### config.mk
export PLATFORM = sky130hd
export DESIGN_NAME = ps2_kbd_io
export DESIGN_NICKNAME = d
export VERILOG_FILES = /design/src/rtl/ps2_kbd_io.sv
export SDC_FILE = /design/constraint.sdc
export NUM_CORES = 1
export LEC_CHECK = 0
export ABC_AREA = 0
export BUFFER_PORTS_ARGS = -buffer_cell sky130_fd_sc_hd__buf_2
export CORE_ASPECT_RATIO = 1.4
export CORE_MARGIN = 2
export CORE_UTILIZATION = 40
export CTS_BUF_LIST = sky130_fd_sc_hd__clkbuf_16
export DETAILED_ROUTE_END_ITERATION = 10
export SLEW_MARGIN = 20
export SYNTH_ARGS = -nofsm -noshare
export SYNTH_HDL_FRONTEND = slang
export SYNTH_SLANG_ARGS = --single-unit
export TNS_END_PERCENT = 50
### constraint.sdc
create_clock -name clk -period 3.73 [get_ports clk]
set_input_delay 0.9325 -clock clk [delete_from_list [all_inputs] [get_ports clk]]
set_output_delay 0.9325 -clock clk [all_outputs]
set_load 0.01 [all_outputs]
### src/rtl/ps2_kbd_io.sv
// ps2_kbd_io: PS/2 keyboard receiver with scan-code FIFO; optional break filter via PS2_BREAK_FILTER_EN
module ps2_kbd_io #(
  parameter int FIFO_AW = 3,
  parameter int TIMEOUT = 50000
) (
  input  logic        clk,
  input  logic        clrn,
  input  logic        ps2_clk,
  input  logic        ps2_data,
  input  logic        io_rdn,
  output logic [31:0] io_data,
  output logic        kbd_ready
);
`ifdef PS2_BREAK_FILTER_EN
  localparam int EW = 9;
`else
  localparam int EW = 8;
`endif
  localparam int TW = $clog2(TIMEOUT);
  typedef enum logic [1:0] {IDLE, DATA, PARITY, STOP} state_t;
  state_t          state;
  logic [2:0]      kc_s, kd_s;
  logic [TW-1:0]   cnt;
  logic [2:0]      bcnt;
  logic [7:0]      sr;
  logic            par, err, ovf, push_v, pend;
  logic [EW-1:0]   push_b, head;
  logic [EW-1:0]   mem [2**FIFO_AW];
  logic [FIFO_AW:0] wr_ptr, rd_ptr;
  logic            fall, bit_in, empty, full, pop, push_ok;
  assign fall    = kc_s[2:1] == 2'b10;
  assign bit_in  = kd_s[1];
  assign empty   = wr_ptr == rd_ptr;
  assign full    = (wr_ptr[FIFO_AW] != rd_ptr[FIFO_AW]) && (wr_ptr[FIFO_AW-1:0] == rd_ptr[FIFO_AW-1:0]);
  assign pop     = !io_rdn && !empty;
  assign push_ok = push_v && (!full || pop);
  // three-flop synchronisers for the asynchronous PS/2 lines
  always_ff @(posedge clk or negedge clrn)
    if (!clrn) begin
      kc_s <= '1;
      kd_s <= '1;
    end else begin
      kc_s <= {kc_s[1:0], ps2_clk};
      kd_s <= {kd_s[1:0], ps2_data};
    end
  // frame FSM: one step per ps2_clk falling edge, aborts stalled frames, owns the error sticky
  always_ff @(posedge clk or negedge clrn)
    if (!clrn) begin
      state  <= IDLE;
      cnt    <= '0;
      bcnt   <= '0;
      sr     <= '0;
      par    <= 1'b0;
      err    <= 1'b0;
      push_v <= 1'b0;
      push_b <= '0;
      pend   <= 1'b0;
    end else begin
      push_v <= 1'b0;
      if (!io_rdn) err <= 1'b0;
      cnt <= (fall || state == IDLE) ? '0 : cnt + 1'b1;
      if (fall) begin
        case (state)
          IDLE: if (!bit_in) begin
            state <= DATA;
            bcnt  <= '0;
          end
          DATA: begin
            sr    <= {bit_in, sr[7:1]};
            bcnt  <= bcnt + 1'b1;
            state <= bcnt == 3'd7 ? PARITY : DATA;
          end
          PARITY: begin
            par   <= bit_in;
            state <= STOP;
          end
          STOP: begin
            state <= IDLE;
            if (bit_in && ^{sr, par}) begin
`ifdef PS2_BREAK_FILTER_EN
              if (sr == 8'hF0) pend <= 1'b1;
              else begin
                push_v <= 1'b1;
                push_b <= {pend, sr};
                pend   <= 1'b0;
              end
`else
              push_v <= 1'b1;
              push_b <= sr;
`endif
            end else begin
              err  <= 1'b1;
              pend <= 1'b0;
            end
          end
        endcase
      end else if (state != IDLE && cnt == TW'(TIMEOUT - 1)) begin
        state <= IDLE;
        err   <= 1'b1;
        pend  <= 1'b0;
      end
    end
  // FIFO storage; a full FIFO may still accept a write when the head is popped in the same cycle
  always_ff @(posedge clk)
    if (push_ok) mem[wr_ptr[FIFO_AW-1:0]] <= push_b;
  // FIFO pointers and overflow sticky; a new overflow beats a same-cycle clear
  always_ff @(posedge clk or negedge clrn)
    if (!clrn) begin
      wr_ptr <= '0;
      rd_ptr <= '0;
      ovf    <= 1'b0;
    end else begin
      if (push_ok) wr_ptr <= wr_ptr + 1'b1;
      if (pop) rd_ptr <= rd_ptr + 1'b1;
      ovf <= (push_v && full && !pop) || (ovf && io_rdn);
    end
  // combinational status+data word so a single-cycle lw sees it immediately
  always_comb begin
    head = empty ? '0 : mem[rd_ptr[FIFO_AW-1:0]];
`ifdef PS2_BREAK_FILTER_EN
    io_data = {20'h0, head[8], err, ovf, !empty, head[7:0]};
`else
    io_data = {20'h0, 1'b0, err, ovf, !empty, head[7:0]};
`endif
    kbd_ready = !empty;
  end
endmodule

==> out/qor.yml, run 1 <==
setup_path:
  startpoint_type: "flop"
  critical_path_peak_fanout: 16
  criticalPathCategory: "reg -> out"
  crit_start: "rd_ptr[1]"
  cp.arrival_ns: 2.10
  cp_data_required_time_ns: 2.80
  endpoint_kind: "output port"
  worstReg2RegStart: "rd_ptr[1]"
floorplanning:
  start_util_pct: 40.91
  core_area_sq_um: 12310
  core.rowCount: 48
  die_y_microns: 136.8
  pin_count: 38
  fp.dieW_microns: 98.85
  fp.dieArea_sq_um: 13520
synthesis:
  synthCells: 331
  synth_edf_count: 64
  synth.distinct_cells: 41
  synth-seq-cells: 118
  ys_seq_area_share_pct: 65.10
  yosysTopAreaCellShare_pct: 38.15
  ys.flop_type: "edfxtp_1"
  synth_top_cell_by_area: "edfxtp_1"
  syn_area_sq_um: 5037
  postSynth.asyncResetShare_pct: 45.76
  synth.area.top_cells: "edfxtp_1 38%, dfrtp_1 24%, mux4_2 7.2%"
  yosysWarningCount: 0
  synthTopCellsByCount: "64 x edfxtp_1, 49 x dfrtp_1, 30 x nor2_1"
  synth.most_common_cell: "edfxtp_1"
  syn_area_per_cell_sq_um: 15.22
global_routing:
  grt_first_pass_wirelength_mm: 13.66
  grtUsageMet2_pct: 22.75
  gr-total-overflow: 0
  gr-max-usage-layer: "met2"
  grt_pass1_vias: 2665
  grtUsageMet1_pct: 15.64
  grt_start_max_net_pins: 30
  track_usage_pct: 13.48
  antenna_found_initial: 0
  use_met3_pct: 4.341
routing:
  drc: 0
  drt_iter0_markers: 152
  ant_nets: 0
  drt-vias-per-instance: 5.078
  via_count: 2671
  drt_wl_total_mm: 8.414
  wl_per_cell_microns: 16.00
  firstDrtPassIters: 4
sta:
  setup_ws_ns: 0.6967
  min_period_ns: 3.033
  drv_slew: 0
  clock.fmax_mhz: 329.7
  finalClockSkew_ns: 0.01038
  tns_ns: 0
  finalHoldViolCount: 0
  rsz0062_at_grt: "false"
  period_share_pct: 81.32
  relSlewSlack_pct: 53.19
  tightest_slew_ns: 0.7021
  finalSetupViolCount: 0
clocking:
  worst_skew_pair.late_latency_ns: 0.41
  clock_path_buffers: 2
  cts-root-buf: "clkbuf_16"
  cts_resized: 0
  cts_setup_buffers: 0
  cts_tree: "yes"
  cts_num_sinks: 118
  path_clk_slew_ns: 0.05
  h-tree-depth: 4
  cts_hold_buf: 0
  cts_buffers: 17
place:
  dp.cells: 494
  gp_congestion: 0.7504
  dp_hpwl_mm: 5.473
  port_buffers: 16
  pre_cts_ws_ns: 1.084
min_path:
  hp-start: "kd_s[0]"
  min_path_type: "reg -> reg"
layout:
  area_delta_synth_final_pct: 15.87
  n_fill_cell: 1036
  layoutNonFillerInstCount: 526
  final_layout_size_suffix_gt1_share_pct: 26.86
  layout.nets: 373
  diodes: 0
  post-route-util_pct: 47.41
pwr:
  powerDensity_nw_per_um2: 649.4
  p_leak_nw: 2.294
  vdd_drop_max_uv: 347.5
outcome:
  status: "complete, no violations"
run:
  drv_cap: 0
## final cells by class
| cell class | instances | area [sq um] | area share [%] |
|---|---|---|---|
| clock buffers | 17 | 425.4 | 7.288 |
| clock inverters | 15 | 161.4 | 2.765 |
| inverters | 4 | 15.01 | 0.2572 |
| multi-input cells | 194 | 1598 | 27.37 |
| flip-flops and latches | 118 | 3279 | 56.18 |
| well taps | 150 | 187.7 | 3.215 |
| repair buffers | 28 | 170.2 | 2.915 |
## power breakdown
part	leakage (nW)	switching [mW]	internal, mW	total, mW
combinational	0.732	0.301	0.350	0.651
sequential	1.29	0.0969	1.44	1.54
clock	0.273	0.563	1.04	1.60
## path summary, 6_finish.rpt
path,to,slack [ns],cells past startpoint
min in group asynchronous,sr[0],0.53,1
max in group asynchronous,kd_s[1],2.36,2
max reg2reg,mem[7][2],1.15,4
min,kd_s[1],0.35,0
max,io_data[0],0.70,5
min reg2reg,kd_s[1],0.35,0
## per-layer routing
layer | wire length (microns) | part of all wire [%]
met1 | 3552 | 42
met2 | 4386 | 52
met3 | 336 | 4.0
met4 | 139 | 1.7
met5 | 0 | 0
## placed cells by master, fill, tap and decap left out, types with 7 or more instances in the layout
cell       netlist  routed
dfrtp_1         49      49
buf_4           24      12
xor2_1          13      13
mux2_2          20      20
buf_2            2      16
nor2_1          30      30
mux4_2          16      16
xnor2_1         15      15
conb_1           1      21
o21ai_0          7       7
nand2_1         12      12
clkbuf_16        0      17
edfxtp_1        64      64
mux2i_1          8       8
## cells by family after synthesis
family	after synthesis	share of synthesized area, %
AND/OR/NAND/NOR	78	8.271
AO/OA/AOI/OAI	17	2.037
adder cells (fa/ha/maj)	5	1.242
flip-flops	118	65.10
XOR/XNOR	29	5.316
multiplexers	44	13.21
buffers and inverters	39	4.744
other	1	0.07444
## registers in the layout, indices dropped and copies added, names as in the netlist
name and count:
mem 64, bcnt 3, push_b 8, cnt 16, sr 8, err 1
kc_s 3, par 1, push_v 1, state 2, kd_s 2, rd_ptr 4
ovf 1, wr_ptr 4
## worst max-delay path: stages, from the launching register on
cell     delay (ns)
dfrtp_1        0.79
xor2_1         0.20
nor4b_2        0.28
buf_4          0.22
nor2_1         0.06
buf_2          0.13
## metrics by stage
stage	power (mW)	hold slack [ns]	area [sq um]
final	3.790	0.3542	5837
after global routing	3.953	0.3589	5837
after CTS	3.840	0.3555	5833
after detailed placement	2.232	0.3475	5246
after global placement	2.220	0.3464	5246
after floorplan	2.075	0.3452	5112
(Power assumes the default switching activity.)
==> inputs of run 2 (changes only) <==
==> constraint.sdc (replaced) <==
create_clock -name clk -period 2.93 [get_ports clk]
set_input_delay 0.7325 -clock clk [delete_from_list [all_inputs] [get_ports clk]]
set_output_delay 0.7325 -clock clk [all_outputs]
set_load 0.01 [all_outputs]
==> run 2 against run 1 <==
Compared with the run above:
- combinational power increased by 34%
- critical path depth unchanged
- sequential share of layout area is 0.14 points lower
- total power is 27% higher
- global-route usage rose by 0.54 points
- clock power increased by 25%
- critical path type unchanged
==> out/qor.yml, run 2 (same netlist as run 1, synthesis figures left out) <==
layout:
  diodes: 0
  layout_commonest_cell: "edfxtp_1"
  design_area_sq_um: 5852
  final_cell_mix: "64 x edfxtp_1, 49 x dfrtp_1, 30 x nor2_1"
  final_layout_size_suffix_gt1_share_pct: 28.38
  layoutNonFillerInstCount: 527
  n_fill_cell: 1055
  area_delta_synth_final_pct: 16.17
  layout.nets: 374
  largest_reg_flops: 64
clocking:
  cts_resized: 0
  cts_setup_buffers: 0
  cts_hold_buf: 0
  cts_num_sinks: 118
  worst_skew_pair.late_latency_ns: 0.41
  clock_path_buffers: 2
  h-tree-depth: 4
  cts_buffers: 17
  path_clk_slew_ns: 0.06
  cts_tree: "yes"
  cts-root-buf: "clkbuf_16"
setup_path:
  cp_data_required_time_ns: 2.20
  startpoint_type: "flop"
  critical_path.slowest_cell: "mux4_2"
  path_cells: "buf_12 -> mux4_2 -> mux2i_1 -> nor2_1 -> buf_2"
  cpLargestDelayFamily: "multiplexers"
  slowest_delay_ns: 0.52
  cp.arrival_ns: 2.02
  critical_path_peak_fanout: 16
  criticalPathCategory: "reg -> out"
  critical_path_buf_inv_count: 2
  endpoint_kind: "output port"
place:
  place_area_sq_um: 5266
  gp_congestion: 0.7536
  port_buffers: 16
  dp.cells: 495
  pre_cts_ws_ns: 0.5848
  dp_hpwl_mm: 5.578
floorplanning:
  pin_count: 38
  die_y_microns: 136.8
  fp.dieW_microns: 98.85
  fp.dieArea_sq_um: 13520
  core.rowCount: 48
  start_util_pct: 40.91
  core_area_sq_um: 12310
sta:
  setup_ws_ns: 0.1822
  holdWs_ns: 0.3558
  relSlewSlack_pct: 51.51
  drv_slew: 0
  rsz0062_at_grt: "false"
  finalHoldViolCount: 0
  min_period_ns: 2.748
  period_share_pct: 93.78
  tightest_slew_ns: 0.7274
  tns_ns: 0
  finalSetupViolCount: 0
  finalClockSkew_ns: 0.005181
  clock.fmax_mhz: 363.9
pwr:
  p_sw_mw: 1.265
  pwr-share-clk_pct: 41.5
  pwr-share-seq_pct: 40.4
  vdd_drop_max_uv: 453.9
  netSwitchingFraction_pct: 26.28
  p_comb_share_pct: 18.1
  p_int_mw: 3.550
  p_leak_nw: 2.303
  powerDensity_nw_per_um2: 822.8
min_path:
  min_path_type: "reg -> reg"
global_routing:
  grt_start_max_net_pins: 33
  grt_pass1_vias: 2702
  grt_first_pass_wirelength_mm: 14.15
  track_usage_pct: 14.02
  gr-total-overflow: 0
  antenna_found_initial: 0
routing:
  drt_iter0_markers: 111
  drt-vias-per-instance: 4.973
  ant_nets: 0
  drt_wl_total_mm: 8.647
  via_count: 2621
  firstDrtPassIters: 4
  wl_per_cell_microns: 16.41
  drc: 0
run:
  drv_cap: 0
outcome:
  status: "complete, no violations"
run 2: cell types whose count changed in the layout (fill, tap and decap cells not counted), sizes merged:
| cell | change |
|---|---|
| buf | +1 |
| clkinvlp | +1 |
| clkinv | -1 |
| inv | +1 |
| bufinv | -1 |
run 2: worst paths after layout:
kind	start	to	slack, ns	cells past startpoint
worst max-delay path	rd_ptr[0]	io_data[2]	0.18	5
worst min-delay path	kc_s[0]	kc_s[1]	0.36	0
worst max register to register	sr[1]	push_b[4]	0.63	5
worst min register to register	kc_s[0]	kc_s[1]	0.36	0
max in group asynchronous	clrn	push_b[5]	1.89	2
min in group asynchronous	clrn	sr[3]	0.39	1
run 2: stage by stage:
step | total power [mW] | util (%)
2_1_floorplan | 2.641 | -
3_3_place_gp | 2.851 | 42.77
3_5_place_dp | 2.864 | 42.77
4_1_cts | 4.877 | 47.50
5_1_grt | 5.032 | 47.53
6_report | 4.815 | 47.53
run 2: cell type report:
class                           instances  area, sq um  share of cell area (%)
Inverter                                4        15.01                  0.2566
Tap cell                              150        187.7                   3.207
Clock buffer                           17        425.4                   7.270
Timing Repair Buffer                   29        190.2                   3.250
Sequential cell                       118         3279                   56.04
Clock inverter                         15        156.4                   2.673
Multi-Input combinational cell        194         1598                   27.30
run 2: worst reg2reg max path, cell delays in order, from the launching register on:
cell and delay (ns):
dfrtp_1 0.41, xnor2_1 0.18, xnor3_1 0.42, xnor2_1 0.20, nor4b_4 0.56, mux2_2 0.41
run 2: power groups by stage:
| stage | clock network (mW) | registers (mW) | logic [mW] |
|---|---|---|---|
| after floorplan | 0 | 1.93 | 0.712 |
| after global routing | 2.11 | 1.96 | 0.961 |
| after detailed placement | 0 | 1.97 | 0.889 |
| after CTS | 2.04 | 1.95 | 0.895 |
| after global placement | 0 | 1.97 | 0.881 |
| final | 2.00 | 1.95 | 0.871 |
run 2: metal layers:
layer | global-route usage (%) | up-vias | wire length (microns)
li1 | - | 1232 | -
met1 | 15.86 | 1315 | 3508
met2 | 24.55 | 66 | 4672
met3 | 4.239 | 8 | 359
met4 | 5.936 | 0 | 106
met5 | 0 | - | 0
